**src/rtl/lmho_fifo_flex_pkg.sv**
```systemverilog
// lmho_fifo_pkg
// Shared definitions for the flexible FIFO:
//   fifo_mode_e  read-mode selector (standard registered read or first-word-fall-through)
//   cnt_width()  bits needed to hold an occupancy of 0..words
//   ptr_width()  bits needed to address 0..words-1
//   ptr_inc()    pointer advance with explicit wrap, so any depth works (not only powers of two)
package lmho_fifo_pkg;

  typedef enum logic {
    FIFO_STD  = 1'b0,
    FIFO_FWFT = 1'b1
  } fifo_mode_e;

  function automatic int unsigned cnt_width(input int unsigned words);
    return $clog2(words + 1);
  endfunction

  function automatic int unsigned ptr_width(input int unsigned words);
    return (words > 2) ? $clog2(words) : 1;
  endfunction

  // Width of the occupancy count for the default depth of 4 words.
  localparam int unsigned DEFAULT_CNT_W = 3;

  // Wrap at words-1 back to 0 by comparison, never by truncating the pointer.
  function automatic int unsigned ptr_inc(input int unsigned ptr, input int unsigned words);
    return (ptr >= words - 1) ? 0 : ptr + 1;
  endfunction

endpackage

```
**src/rtl/lmho_fifo_flex_ram.sv**
```systemverilog
// lmho_fifo_ram
// WORDS x WIDTH storage with one synchronous write port and one asynchronous
// read port. Contents are never reset.
//   clk      clock
//   i_we     write enable
//   i_waddr  write address
//   i_wdata  write data
//   i_raddr  read address
//   o_rdata  read data (combinational from i_raddr)
module lmho_fifo_ram #(
  parameter int unsigned WIDTH = 8,
  parameter int unsigned WORDS = 4,
  parameter int unsigned AW    = 2
) (
  input  logic             clk,
  input  logic             i_we,
  input  logic [AW-1:0]    i_waddr,
  input  logic [WIDTH-1:0] i_wdata,
  input  logic [AW-1:0]    i_raddr,
  output logic [WIDTH-1:0] o_rdata
);

  logic [WIDTH-1:0] r_mem [WORDS];

  always_ff @(posedge clk) begin
    if (i_we) begin
      r_mem[i_waddr] <= i_wdata;
    end
  end

  assign o_rdata = r_mem[i_raddr];

endmodule

```
**src/rtl/lmho_fifo_flex.sv**
```systemverilog
// lmho_fifo_flex
// Parametrised synchronous FIFO of any depth >= 2 with selectable read mode.
// All status outputs are registered from the next-state occupancy.
//   clk            clock
//   reset          synchronous active-high reset
//   flush          synchronous clear of pointers, count, flags and sticky errors
//   winc/wdata     write request and data
//   wfull          full, writes ignored
//   walmost_full   count >= AF_THRESH
//   rinc           read request (FWFT: pop of head word)
//   rdata/rvalid   read data and its qualifier
//   rempty         empty, reads ignored
//   ralmost_empty  count <= AE_THRESH
//   count          occupancy
//   overflow       sticky: winc while full
//   underflow      sticky: rinc while empty
module lmho_fifo_flex
  import lmho_fifo_pkg::*;
#(
  parameter int unsigned WIDTH     = 512,
  parameter int unsigned WORDS     = 4,
  parameter int unsigned MODE      = 0,
  parameter int unsigned AF_THRESH = 3,
  parameter int unsigned AE_THRESH = 1
) (
  input  logic                          clk,
  input  logic                          reset,
  input  logic                          flush,
  input  logic                          winc,
  input  logic [WIDTH-1:0]              wdata,
  output logic                          wfull,
  output logic                          walmost_full,
  input  logic                          rinc,
  output logic [WIDTH-1:0]              rdata,
  output logic                          rempty,
  output logic                          ralmost_empty,
  output logic                          rvalid,
  output logic [$clog2(WORDS+1)-1:0]    count,
  output logic                          overflow,
  output logic                          underflow
);

  localparam int unsigned CW = cnt_width(WORDS);
  localparam int unsigned PW = ptr_width(WORDS);

  localparam logic [CW-1:0] L_WORDS = CW'(WORDS);
  localparam logic [CW-1:0] L_AF    = CW'(AF_THRESH);
  localparam logic [CW-1:0] L_AE    = CW'(AE_THRESH);

  logic [PW-1:0]    r_wptr;
  logic [PW-1:0]    r_rptr;
  logic [CW-1:0]    r_count;
  logic             r_wfull;
  logic             r_rempty;
  logic             r_walmost_full;
  logic             r_ralmost_empty;
  logic             r_overflow;
  logic             r_underflow;

  logic             w_wr_en;
  logic             w_rd_en;
  logic [CW-1:0]    w_count_next;
  logic [WIDTH-1:0] w_ram_rdata;

  // Flush blocks both ports for the cycle it is asserted.
  assign w_wr_en = winc & ~r_wfull  & ~flush;
  assign w_rd_en = rinc & ~r_rempty & ~flush;

  assign w_count_next = r_count + CW'(w_wr_en) - CW'(w_rd_en);

  always_ff @(posedge clk) begin
    if (reset || flush) begin
      r_wptr          <= '0;
      r_rptr          <= '0;
      r_count         <= '0;
      r_wfull         <= 1'b0;
      r_rempty        <= 1'b1;
      r_walmost_full  <= 1'b0;
      r_ralmost_empty <= 1'b1;
      r_overflow      <= 1'b0;
      r_underflow     <= 1'b0;
    end else begin
      if (w_wr_en) begin
        r_wptr <= PW'(ptr_inc(32'(r_wptr), WORDS));
      end
      if (w_rd_en) begin
        r_rptr <= PW'(ptr_inc(32'(r_rptr), WORDS));
      end
      r_count         <= w_count_next;
      r_wfull         <= (w_count_next == L_WORDS);
      r_rempty        <= (w_count_next == '0);
      r_walmost_full  <= (w_count_next >= L_AF);
      r_ralmost_empty <= (w_count_next <= L_AE);
      r_overflow      <= r_overflow  | (winc & r_wfull);
      r_underflow     <= r_underflow | (rinc & r_rempty);
    end
  end

  lmho_fifo_ram #(
    .WIDTH (WIDTH),
    .WORDS (WORDS),
    .AW    (PW)
  ) u_ram (
    .clk     (clk),
    .i_we    (w_wr_en),
    .i_waddr (r_wptr),
    .i_wdata (wdata),
    .i_raddr (r_rptr),
    .o_rdata (w_ram_rdata)
  );

  generate
    if (MODE == 32'(FIFO_FWFT)) begin : g_fwft
      // Head word is always presented; a read just advances to the next one.
      assign rdata  = w_ram_rdata;
      assign rvalid = ~r_rempty;
    end else begin : g_std
      logic [WIDTH-1:0] r_rdata;
      logic             r_rvalid;

      // Output register kept here (not in the RAM) so a BRAM-based store can absorb it.
      always_ff @(posedge clk) begin
        if (reset) begin
          r_rdata  <= '0;
          r_rvalid <= 1'b0;
        end else if (flush) begin
          r_rvalid <= 1'b0;
        end else begin
          r_rvalid <= w_rd_en;
          if (w_rd_en) begin
            r_rdata <= w_ram_rdata;
          end
        end
      end

      assign rdata  = r_rdata;
      assign rvalid = r_rvalid;
    end
  endgenerate

  assign wfull         = r_wfull;
  assign rempty        = r_rempty;
  assign walmost_full  = r_walmost_full;
  assign ralmost_empty = r_ralmost_empty;
  assign count         = r_count;
  assign overflow      = r_overflow;
  assign underflow     = r_underflow;

endmodule
```
**config.mk**
```make
export PLATFORM = sky130hd
export DESIGN_NAME = lmho_fifo_flex
export DESIGN_NICKNAME = d
export VERILOG_FILES = /design/src/rtl/lmho_fifo_flex_pkg.sv /design/src/rtl/lmho_fifo_flex_ram.sv /design/src/rtl/lmho_fifo_flex.sv
export SDC_FILE = /design/constraint.sdc
export NUM_CORES = 2
export LEC_CHECK = 0
export ABC_AREA = 1
export CAP_MARGIN = 20
export CORE_AREA = 4 4 426 428
export CTS_BUF_LIST = sky130_fd_sc_hd__clkbuf_8
export DETAILED_ROUTE_END_ITERATION = 6
export DIE_AREA = 0 0 430 432
export HOLD_SLACK_MARGIN = 0.08
export PLACE_DENSITY = 0.79
export SYNTH_ARGS = -nofsm -noshare
export SYNTH_HDL_FRONTEND = slang
export SYNTH_SLANG_ARGS = --single-unit
```
**constraint.sdc**
```tcl
create_clock -name clk -period 62.2 [get_ports clk]
set_clock_uncertainty 0.2 [all_clocks]
set_input_delay 6.22 -clock clk [delete_from_list [all_inputs] [get_ports clk]]
set_output_delay 6.22 -clock clk [all_outputs]
set_load 0.02 [all_outputs]
```
# Word level (Yosys, flattened, before mapping)

Memory sizes are Yosys's and may differ from the RTL's. A register that Yosys moved wholly into a read port is not among the register bits.
Cells that the tools add are included.
W data, S select, Z words.

Input bits: 517
RAM bits: 2048
Register bits after elaboration: 14
Memories: 1
Output and inout bits: 522

Bitwise operators: 11
Multiplexer cells: 4
Reduce and logical (&&, ||, !) cells: 4
$add $sub $neg: 4
$lt $le $gt $ge: 4
Equality and inequality tests: 1

Memory list:

| name        | depth | bits a word | read ports | clocked after memory_dff | wr ports | RTL line                 | RTL |
|---|---|---|---|---|---|---|---|
| u_ram.r_mem | 4     | 512         | 1          | 1                        | 1        | lmho_fifo_flex_ram.sv:23 | `logic [WIDTH-1:0] r_mem [WORDS];` |

Operator list:

| kind                  | count |
|---|---|
| $and A1 B1 Y1         | 6 |
| $add A2 B1 Y2 const B | 2 |
| $ge A2 B2 Y1 const B  | 2 |
| $mux W2               | 2 |
| $add A3 B1 Y3         | 1 |
| $eq A3 B3 Y1 const B  | 1 |
| $ge A3 B2 Y1 const B  | 1 |
| $le A3 B1 Y1 const B  | 1 |
| $logic_not A3 Y1      | 1 |
| $not A1 Y1            | 3 |
| $sub A3 B1 Y3         | 1 |
| $mux W1               | 2 |
| $or A1 B1 Y1          | 2 |
| $reduce_and A2 Y1     | 1 |
| $reduce_or A2 Y1      | 1 |
| $logic_or A1 B1 Y1    | 1 |

# Depth between registers and ports, before layout

Depth in word-level cells: 6
Depth in mapped cells: 12

# By module

Synthesis repeated with hierarchy kept, for this count alone.

Cell total of the unflattened synthesis: 10333
Area total of the unflattened synthesis: 103983.5 µm²

Modules (own cells, without submodules):

| module         | cells an instance | area each (µm²) | instances |
|---|---|---|---|
| lmho_fifo_ram  | 8029              | 85863.6         | 1 |
| lmho_fifo_flex | 2304              | 18119.9         | 1 |

# Worst setup path after synthesis

No wires, ideal clock.

Path type: input to register
Start: input port winc
End: memory u_ram.r_mem[0][0] (enable)
Path slack: 32.938 ns
Stages on the path: 4
Arrival: 27.663 ns
Buffers on the path: 0
Cells stage by stage: nand2_1 > nor2_1 > inv_1 > nor2_1

Word-level cells in the longest chain between the ends: 4

RTL lines:

| element                       | RTL line                 | RTL |
|---|---|---|
| from (decl)                   | lmho_fifo_flex.sv:29     | `input logic winc,` |
| $and A1 B1 Y1 (2 in a row)    | lmho_fifo_flex.sv:66     | `assign w_wr_en = winc & ~r_wfull & ~flush;` |
| $mux W1                       | lmho_fifo_flex_ram.sv:26 | `if (i_we) begin` |
| $mux W1 (not written as such) | lmho_fifo_flex_ram.sv:27 | `r_mem[i_waddr] <= i_wdata;` |
| to (decl)                     | lmho_fifo_flex_ram.sv:23 |  |

Every way passes these cells.

# Worst setup path in the final report

Start: input port flush
End: register g_std.r_rdata[272], in the netlist rdata[272], read port of u_ram.r_mem

Word-level cells in the longest chain between the ends: 3

RTL lines:

| element                              | RTL line              | RTL |
|---|---|---|
| from (decl)                          | lmho_fifo_flex.sv:28  | `input logic flush,` |
| $not A1 Y1 (no source line) *        | n/a                   |  |
| $and A1 B1 Y1                        | lmho_fifo_flex.sv:67  | `assign w_rd_en = rinc & ~r_rempty & ~flush;` |
| $reduce_and A2 Y1 (no source line) * | n/a                   |  |
| to (decl)                            | lmho_fifo_flex.sv:118 | `logic [WIDTH-1:0] r_rdata;` |

Every way passes the cells marked *; elsewhere a longest branch is shown, timed or not.
A chain may end at the register's enable or synchronous reset.

==> metrics.txt <==
status finished, final reports clean; placed wire-length estimate 171000 um; Setup-failing EPs final 0; WS Path Type in -> reg; IO buf count 1038; syn_area_per_cell 9.82 um2; Slew Viols, Final 0; CTS resizes 0; R2R cell count 8; Syn Inst Count 10800; total CTS buffers 415; CP bufs+invs 6; Crit. Startpoint flush; Final min period 9.99 ns; Worst Setup Start Kind input port; H-tree depth 5; Die Area 0.186 mm2; Slew HR 0.126; worst setup margin 52.21 ns; number of global-route vias before repair 75300; postcts setup bufs 0; period utilization 0.161; first-pass GRT wire length 425000 um; most numerous cell in the Yosys netlist inv_1; top cells by area, synth edfxtp_1 58%, inv_1 11%, dfxtp_1 9.9%; Synthesis Warnings 0; Least-Margin Pin Slew 1.31 ns; Most used DFF post-synth edfxtp_1; CP Depth 9; core area 0.178 mm2; largest stage delay on the critical path 0.80 ns; drt first-iter violations 7150; die span in y 432 um; #FFs+latches synth 2574; number of synthesized flops with an enable pin 2048; Die Wd 430 um; Max Fclk 0.100 GHz; Vias/cell 5.21; Post-DRT Antenna Nets 0; r2r startpoint r_rptr[1]$_SDFFE_PP0P_; Worst Path Arrival 10.73 ns; post-synthesis sequential area ratio 0.678; setup_tns 0 ns; CTS clock-pin slew for the worst setup and hold paths 0.06 ns; drt wl/cell 19.5 um; hold_buf cts 0; Worst VDD drop 0.0000254 V; synth-to-layout area growth 18.8%; dpl ws 51.30 ns; Worst-Skew Late Latency 1.09 ns; family with the most delay on the worst path buffers and inverters; r2r setup slk 57.08 ns; Mapped Area 0.106 mm2; total number of vias 76400; Unique masters post-synth 19; DRT Wirelength 287000 um; worst endpoint required time 62.94 ns; RSZ-0062 raised after global routing false; slowest cell on the critical path buf_4; Final #Nets 12400; GRT Overall Usage 0.299; TritonCTS clock tree yes; ys async rst share 0; initial core utilization 0.597; worst hold slack 0.291 ns; largest net degree at the start of global routing 217; Root Buffer clkbuf_8; gpl congestion 0.857; Hold/Removal Path Class reg -> reg; area share of the largest cell type after synthesis 0.579; reg2reg end rdata[222]$_SDFFE_PP0P_; Yosys top cell by area edfxtp_1; DR pass1 iterations 6; syn_nets 11300; top post-synthesis cells by count 3068 x inv_1, 2589 x nand2_1, 2048 x edfxtp_1; Final Hold Fails 0; max_cap viols 0; initial antenna violation count 145; CP Capture Type flip-flop; critical path cell sequence clkdlybuf4s50_1, inv_1, nand2_4, buf_12, buf_4, buf_4, a21oi_1, nand2_1, inv_1; pwr dens 27.4 mW/mm2; DR DRC count 0; Worst Path Max Fanout 160; # rows 155; P_leak 55.7 nW; Final Util 0.710; Worst setup endpoint rdata[272]$_SDFFE_PP0P_; share of layout cells above drive strength 1 0.0517; clk sinks 2574; io pins 1039; CTS max path bufs 4; gr ovfl total 0
worst min path at each step:
stage | startpoint | end | slack, ns | cells after the start
floorplan | r_wptr[1]$_SDFFE_PP0P_ | r_wptr[1]$_SDFFE_PP0P_ | 0.29 | 2
global placement | underflow$_SDFF_PP0_ | underflow$_SDFF_PP0_ | 0.27 | 2
detailed placement | overflow$_SDFF_PP0_ | overflow$_SDFF_PP0_ | 0.28 | 2
CTS | overflow$_SDFF_PP0_ | overflow$_SDFF_PP0_ | 0.31 | 2
global route | overflow$_SDFF_PP0_ | overflow$_SDFF_PP0_ | 0.34 | 2
finish | underflow$_SDFF_PP0_ | underflow$_SDFF_PP0_ | 0.29 | 2
layer usage:
metal,part of all wire,global-route usage,vias up
li1,-,-,35700
met1,0.35,0.336,36200
met2,0.48,0.490,3537
met3,0.086,0.0642,901
met4,0.081,0.248,32
met5,0.00072,0,-
worst min-delay path, stage by stage, from the launching register on:
cell	delay (ns)
dfxtp_1	0.33
o21ai_0	0.09
inv_1	0.05
final cells by class:
cell class	count	area (um2)
Timing Repair Buffer	1111	11100
Antenna cell	143	358
Fill cell	12000	51700
Clock buffer	469	6450
Clock inverter	286	1490
Inverter	3070	11500
Tap cell	2355	2950
Sequential cell	2574	72000
Multi-Input combinational cell	4666	20200
cells in the final DEF (no fill, tap or decap), drive strengths merged, types with 74 or more instances in the layout:
| master | instances |
|---|---|
| buf | 74 |
| clkdlybuf4s50 | 1037 |
| a21oi | 515 |
| dfxtp | 526 |
| clkbuf | 469 |
| inv | 3228 |
| nand2 | 2589 |
| nand3 | 1532 |
| edfxtp | 2048 |
| clkinv | 112 |
| diode | 143 |
power breakdown:
part / switching, mW / internal, mW
Sequential: 0.0134 / 1.89
Combinational: 0.0947 / 0.0657
Clock: 0.655 / 0.734
Total: 0.763 / 2.69
state kept, by name, summed over array words and instances (netlist names), 2 cells and up:
name / cells
u_ram.r_mem: 2048
rdata: 512
count: 3
r_rptr: 2
r_wptr: 2
through the flow:
step                std cells  cell area [um2]  power, mW
global route            14600           126000       3.57
floorplan               10800           106000       2.03
detailed placement      13800           118000       2.10
CTS                     14500           126000       3.47
global placement        13800           118000       2.09
finish                  14700           126000       3.45
kinds of logic (layout without fill, tap and decap cells):
family | after synthesis | in the layout | synth area share
and+or+nand+nor | 4138 | 4138 | 0.164
AOI/OAI and AO/OA | 520 | 520 | 0.0245
buffers and inverters | 3580 | 4936 | 0.132
adders and majority gates | 8 | 8 | 0.00101
other | 0 | 143 | 0
DFF | 2574 | 2574 | 0.678
Note: power is estimated with default switching activity, not from simulation.
